===== src/rtl/pea_pkg.sv =====
// Shared definitions for the Mage PEA: datapath width and the output
// stream collector state encoding.
package pea_pkg;

  localparam int N_BITS = 32;

  typedef enum logic [1:0] {
    OS_IDLE  = 2'd0,
    OS_RUN   = 2'd1,
    OS_DRAIN = 2'd2,
    OS_DONE  = 2'd3
  } out_stream_state_t;

endpackage


===== src/rtl/s_stream_fifo.sv =====
// Small flop-based FIFO whose head word is read straight from storage flops,
// so the output has no combinational path from data_i.
module s_stream_fifo #(
  parameter int N_BITS = 32,
  parameter int DEPTH  = 4
) (
  input  logic                   clk_i,
  input  logic                   rst_n_i,
  input  logic                   push_i,
  input  logic [N_BITS-1:0]      data_i,
  input  logic                   pop_i,
  output logic [N_BITS-1:0]      data_o,
  output logic                   full_o,
  output logic                   empty_o,
  output logic [$clog2(DEPTH):0] count_o
);

  localparam int PTR_W = $clog2(DEPTH);
  localparam int CNT_W = PTR_W + 1;

  logic [N_BITS-1:0] mem_q [DEPTH];
  logic [N_BITS-1:0] mem_d [DEPTH];
  logic [PTR_W-1:0]  wr_ptr_q, wr_ptr_d;
  logic [PTR_W-1:0]  rd_ptr_q, rd_ptr_d;
  logic [CNT_W-1:0]  count_q, count_d;
  logic              push_s, pop_s;

  assign full_o  = (count_q == CNT_W'(DEPTH));
  assign empty_o = (count_q == {CNT_W{1'b0}});
  assign count_o = count_q;
  assign data_o  = mem_q[rd_ptr_q];

  // A push while full is only taken when the same cycle frees a slot.
  always_comb begin
    push_s   = push_i && (!full_o || pop_i);
    pop_s    = pop_i && !empty_o;
    mem_d    = mem_q;
    wr_ptr_d = wr_ptr_q;
    rd_ptr_d = rd_ptr_q;
    if (push_s) begin
      mem_d[wr_ptr_q] = data_i;
      wr_ptr_d        = wr_ptr_q + PTR_W'(1);
    end else begin
      wr_ptr_d = wr_ptr_q;
    end
    if (pop_s) begin
      rd_ptr_d = rd_ptr_q + PTR_W'(1);
    end else begin
      rd_ptr_d = rd_ptr_q;
    end
    case ({push_s, pop_s})
      2'b10:   count_d = count_q + CNT_W'(1);
      2'b01:   count_d = count_q - CNT_W'(1);
      default: count_d = count_q;
    endcase
  end

  always_ff @(posedge clk_i or negedge rst_n_i) begin
    if (!rst_n_i) begin
      for (int i = 0; i < DEPTH; i++) mem_q[i] <= '0;
      wr_ptr_q <= '0;
      rd_ptr_q <= '0;
      count_q  <= '0;
    end else begin
      mem_q    <= mem_d;
      wr_ptr_q <= wr_ptr_d;
      rd_ptr_q <= rd_ptr_d;
      count_q  <= count_d;
    end
  end

endmodule


===== src/rtl/s_pe_out_stream.sv =====
// Streaming output collector behind an edge PE: captures PE results into a FIFO
// and replays len words on a valid/ready stream. Optional: MAGE_OUT_STALL_CNT_EN.
module s_pe_out_stream
  import pea_pkg::*;
#(
  parameter int N_BITS = pea_pkg::N_BITS,
  parameter int DEPTH  = 4
) (
  input  logic              clk_i,
  input  logic              rst_n_i,
  input  logic              mage_done_i,
  input  logic              start_i,
  input  logic [15:0]       len_i,
  input  logic [N_BITS-1:0] pe_res_i,
  input  logic              pe_valid_i,
  input  logic              pea_ready_i,
  output logic              out_ready_o,
  output logic [N_BITS-1:0] m_data_o,
  output logic              m_valid_o,
  output logic              m_last_o,
  input  logic              m_ready_i,
  output logic              busy_o,
  output logic              done_o,
  output logic [31:0]       stall_cycles_o
);

  localparam int CNT_W = $clog2(DEPTH) + 1;

  out_stream_state_t state_q, state_d;
  logic [15:0]       len_q, len_d;
  logic [15:0]       cap_cnt_q, cap_cnt_d;
  logic [15:0]       pop_cnt_q, pop_cnt_d;
  logic              push_s, pop_s;
  logic              fifo_full_s, fifo_empty_s;
  logic [CNT_W-1:0]  fifo_count_s;
  logic [N_BITS-1:0] fifo_data_s;

  s_stream_fifo #(
    .N_BITS (N_BITS),
    .DEPTH  (DEPTH)
  ) u_fifo (
    .clk_i   (clk_i),
    .rst_n_i (rst_n_i),
    .push_i  (push_s),
    .data_i  (pe_res_i),
    .pop_i   (pop_s),
    .data_o  (fifo_data_s),
    .full_o  (fifo_full_s),
    .empty_o (fifo_empty_s),
    .count_o (fifo_count_s)
  );

  assign m_valid_o   = !fifo_empty_s;
  assign m_data_o    = fifo_data_s;
  assign pop_s       = m_valid_o && m_ready_i;
  assign out_ready_o = (state_q == OS_RUN) && !fifo_full_s;
  assign m_last_o    = m_valid_o && (pop_cnt_q == len_q - 16'd1);
  assign busy_o      = (state_q != OS_IDLE);
  assign done_o      = (state_q == OS_DONE);

  // An early kernel-done shrinks len to the captured count so the last
  // buffered word carries the last marker.
  always_comb begin
    state_d   = state_q;
    len_d     = len_q;
    cap_cnt_d = cap_cnt_q;
    pop_cnt_d = pop_cnt_q;
    push_s    = 1'b0;
    if (pop_s) begin
      pop_cnt_d = pop_cnt_q + 16'd1;
    end else begin
      pop_cnt_d = pop_cnt_q;
    end
    case (state_q)
      OS_IDLE: begin
        if (start_i && (len_i != 16'd0)) begin
          state_d   = OS_RUN;
          len_d     = len_i;
          cap_cnt_d = 16'd0;
          pop_cnt_d = 16'd0;
        end else if (start_i) begin
          state_d = OS_DONE;
        end else begin
          state_d = OS_IDLE;
        end
      end
      OS_RUN: begin
        if (mage_done_i) begin
          state_d = OS_DRAIN;
          len_d   = cap_cnt_q;
        end else if (pe_valid_i && pea_ready_i && out_ready_o) begin
          push_s    = 1'b1;
          cap_cnt_d = cap_cnt_q + 16'd1;
          if (cap_cnt_d == len_q) begin
            state_d = OS_DRAIN;
          end else begin
            state_d = OS_RUN;
          end
        end else begin
          state_d = OS_RUN;
        end
      end
      OS_DRAIN: begin
        if (fifo_empty_s || ((fifo_count_s == CNT_W'(1)) && pop_s)) begin
          state_d = OS_DONE;
        end else begin
          state_d = OS_DRAIN;
        end
      end
      OS_DONE: state_d = OS_IDLE;
      default: state_d = OS_IDLE;
    endcase
  end

  always_ff @(posedge clk_i or negedge rst_n_i) begin
    if (!rst_n_i) begin
      state_q   <= OS_IDLE;
      len_q     <= 16'd0;
      cap_cnt_q <= 16'd0;
      pop_cnt_q <= 16'd0;
    end else begin
      state_q   <= state_d;
      len_q     <= len_d;
      cap_cnt_q <= cap_cnt_d;
      pop_cnt_q <= pop_cnt_d;
    end
  end

`ifdef MAGE_OUT_STALL_CNT_EN
  logic [31:0] stall_q, stall_d;

  // Saturating count of sink-stalled cycles while a run is active.
  always_comb begin
    stall_d = stall_q;
    if ((state_q == OS_IDLE) && start_i && (len_i != 16'd0)) begin
      stall_d = 32'd0;
    end else if (((state_q == OS_RUN) || (state_q == OS_DRAIN)) && m_valid_o &&
                 !m_ready_i && (stall_q != 32'hFFFF_FFFF)) begin
      stall_d = stall_q + 32'd1;
    end else begin
      stall_d = stall_q;
    end
  end

  always_ff @(posedge clk_i or negedge rst_n_i) begin
    if (!rst_n_i) begin
      stall_q <= 32'd0;
    end else begin
      stall_q <= stall_d;
    end
  end

  assign stall_cycles_o = stall_q;
`else
  assign stall_cycles_o = 32'd0;
`endif

endmodule


===== config.mk =====
export PLATFORM = sky130hd
export DESIGN_NAME = s_pe_out_stream
export DESIGN_NICKNAME = d
export VERILOG_FILES = /design/src/rtl/pea_pkg.sv /design/src/rtl/s_stream_fifo.sv /design/src/rtl/s_pe_out_stream.sv
export SDC_FILE = /design/constraint.sdc
export NUM_CORES = 1
export LEC_CHECK = 0
export CORE_MARGIN = 3
export CORE_UTILIZATION = 56
export DETAILED_ROUTE_END_ITERATION = 8
export HOLD_SLACK_MARGIN = 0.12
export PLACE_DENSITY = 0.88
export SLEW_MARGIN = 20
export SYNTH_ARGS = -nofsm -noshare
export SYNTH_HDL_FRONTEND = slang
export SYNTH_HIERARCHICAL = 1
export SYNTH_SLANG_ARGS = --single-unit
export TNS_END_PERCENT = 30

===== constraint.sdc =====
create_clock -name clk_i -period 3.6 [get_ports clk_i]
set_clock_uncertainty 0.15 [all_clocks]
set_input_delay 0.54 -clock clk_i [delete_from_list [all_inputs] [get_ports clk_i]]
set_output_delay 0.54 -clock clk_i [all_outputs]
set_load 0.005 [all_outputs]

==> results.cfg <==
[status]
status = finished, final reports clean

[yosys]
synthTopCellsByArea = dfrtp_1, mux2_2, mux4_2
synth_top_area_share_pct = 47.03
ys_types = 58
synth_flop_cell = dfrtp_1
ys_warn_count = 6
synth_largest_area_cell = dfrtp_1
synthArstFlopShare_pct = 100.0
ys_ff_latch = 185
postSynthCellCount = 813
synth_edf_count = 0
avgSynthCellArea_sq_um = 12.11
netlist_area_sq_mm = 0.009843
ys_seq_area_share_pct = 47.03

[clock_tree]
clock_sinks = 185
clk_pin_slew_ns = 0.08
clock_path_buffers = 2
h-tree-depth = 4
cts_tree = yes
clk_latency_ns = 0.43
cts_root_buffer = clkbuf_16
numCtsBuffers = 17

[floorplanning]
io_pins = 124
start_util_pct = 58.32
fp.dieArea_sq_mm = 0.01920
die_x_um = 138.6
die_h_um = 138.6
coreArea_sq_mm = 0.01688
num_rows = 47

[cells_and_area]
synthToLayoutAreaGrowth_pct = 16.97
drive_above_1_share_pct = 26.27
nFillCells = 1147
final_cell_mix = dfrtp_1, mux2_2, clkdlybuf4s50_1
final_common_cell = dfrtp_1
regArea_sq_mm = 0.004634
multi_input_area_sq_mm = 0.004805
diodes = 0
design_area_sq_mm = 0.01151
nNetsFinal = 953

[worst_setup_path]
critPathKind = reg -> out
cp.arrival_ns = 2.78
cpPeakStageDelay_ns = 0.60
crit_buf_inv = 1
cp_cell_sequence = or4_4, nor4b_4, mux2i_1, mux2i_1, nand4b_1, a2111oi_4, dlygate4sd2_1
cp_max_fo = 5
reg2reg_slack_ns = 0.37
critPathTopFamily = simple AND/OR/NAND/NOR gates
required_ns = 2.91
slowest_stage = or4_4
crit_path_frequent_cell = mux2i_1
cp-start-kind = flop
end_kind = output pin

[route]
finalWirelength_mm = 21.11
ant_nets = 0
vias_per_cell = 5.923
route.vias.total = 6646
post-route-drc-count = 0
dr.first_iter.drc_count = 367
drt_pass1_iterations = 5
wl_per_cell_um = 18.82

[placement]
dpl_cell_area_sq_mm = 0.01082
dpl.hpwl_mm = 13.95
post-place-ws_ns = 0.1648
gp_congestion = 0.8908
io_buffers = 91

[timing]
fin_crit_sh_pct = 96.50
period_needed_ns = 3.474
max_freq_mhz = 287.9
finalWorstSetupSlack_ns = 0.1260
grt_setup_unrepaired = no
hold_viol_final = 0
setup_violations = 0
fin_tns_setup_ns = 0
relSlewSlack_pct = 38.97
worstMarginPinSlew_ns = 0.9155
slew_viol_final = 0

[pwr]
clkPwrFrac_pct = 22.2
power_frac_seq_pct = 39.5
swShare_pct = 33.57
ir_drop_mv = 0.5095
power_switching_mw = 2.928
internal-power_mw = 5.794
p_total_mw = 8.722
combPwrFrac_pct = 38.3
powerDensity_mw_per_mm2 = 757.6
p_leak_nw = 5.104

[global_routing]
grtUsageMet2_pct = 38.67
grt_pass1_wl_mm = 35.60
grt_overflow = 0
grt_use_met1_pct = 28.47
grt_use_total_pct = 22.78
met3_usage_pct = 5.793
grt_pass1_vias = 7052
grt_max_degree = 78
grt_busiest_layer = met2
antenna_found_initial = 0

[hold_path]
hold_class = reg -> reg

[job]
drv_cap = 0
-- per-layer routing --
layer | vias up | wire [um]
met5 | - | 0
met4 | 0 | 549
met3 | 48 | 1199
met2 | 214 | 10860
met1 | 3374 | 8503
li1 | 3010 | -
-- sequential cells by signal (all words and copies together) (netlist names) --
name / flops
u_fifo/count_o: 3
u_fifo/rd_ptr_q: 2
state_q: 2
cap_cnt_q: 16
len_q: 16
u_fifo/mem_q: 128
u_fifo/wr_ptr_q: 2
pop_cnt_q: 16
-- path summary, 6_finish.rpt --
check | startpoint | end | cells after the start
max | len_q[5] | m_last_o | 7
min | u_fifo/mem_q[58] | u_fifo/mem_q[58] | 1
max reg2reg | u_fifo/count_o[0] | u_fifo/count_o[2] | 10
min reg2reg | u_fifo/mem_q[58] | u_fifo/mem_q[58] | 1
max in group asynchronous | rst_n_i | u_fifo/mem_q[60] | 3
min in group asynchronous | rst_n_i | cap_cnt_q[10] | 2
-- per-stage QoR --
stage / utilization, % / std cells / hold WS, ns
floorplan: - / 844 / 0.09441
global placement: 64.12 / 1087 / 0.3338
detailed placement: 64.12 / 1087 / 0.3408
CTS: 67.97 / 1120 / 0.3581
global route: 68.22 / 1122 / 0.3652
finish: 68.22 / 1122 / 0.3550
-- cell families (layout without fill, tap and decap cells) --
group,after synthesis,after routing,synth area share (%)
other,1,32,0.03810
XOR/XNOR,57,57,5.072
AND/OR/NAND/NOR,191,191,11.00
adder cells (fa/ha/maj),9,9,1.220
buffers and inverters,98,156,6.139
AO/OA/AOI/OAI,93,93,5.593
multiplexers,179,179,23.91
flip-flops,185,185,47.03
-- worst register-to-register path, stage by stage (launching register included) --
cell      delay (ns)
dfrtp_1         0.46
nor3_1          0.41
nor2b_1         0.24
nor4b_4         0.59
nand2b_1        0.27
ha_1            0.21
inv_1           0.06
fa_1            0.37
xor2_1          0.15
nor2_1          0.10
xor2_1          0.14
-- power by group through the flow --
stage,Clock [mW],Sequential (mW),Combinational [mW]
floorplan,0,3.14,2.39
global placement,0,3.41,3.15
detailed placement,0,3.46,3.25
CTS,1.97,3.45,3.32
global route,2.06,3.55,3.64
finish,1.93,3.45,3.34
-- Yosys cell counts (4+ instances only) --
master	n
dfrtp_1	185
mux2_2	129
o21ai_0	49
nand2_1	48
nor2_1	45
buf_4	32
mux4_2	32
xnor2_1	30
xor2_1	27
clkbuf_1	26
mux2i_1	18
a21oi_1	17
inv_1	15
buf_6	14
nand4_1	12
nand3_1	11
nor3_1	11
buf_2	9
and3_1	8
ha_1	8
or3_1	8
nor4_1	7
a31oi_1	5
nor2b_1	5
o211ai_1	5
nand2b_1	4
nand3b_1	4
-- area by class of cell --
type / instances / share of cell area, %
clock buffers: 17 / 3.695
clock inverters: 15 / 1.684
inverters: 15 / 0.4890
multi-input cells: 561 / 41.73
flip-flops and latches: 185 / 40.25
well taps: 220 / 2.391
repair buffers: 109 / 9.759
-- repair_timing --
action | 4_1_cts | 5_1_grt
resized for setup | 6 | 4
pin swaps | 1 | 3
setup endpoints to repair | 1 | 1
gates cloned | 0 | 0
buffers inserted | 0 | 2
hold buffers | 1 | 0
hold endpoints to repair | 75 | 0
(Power assumes the default switching activity.)
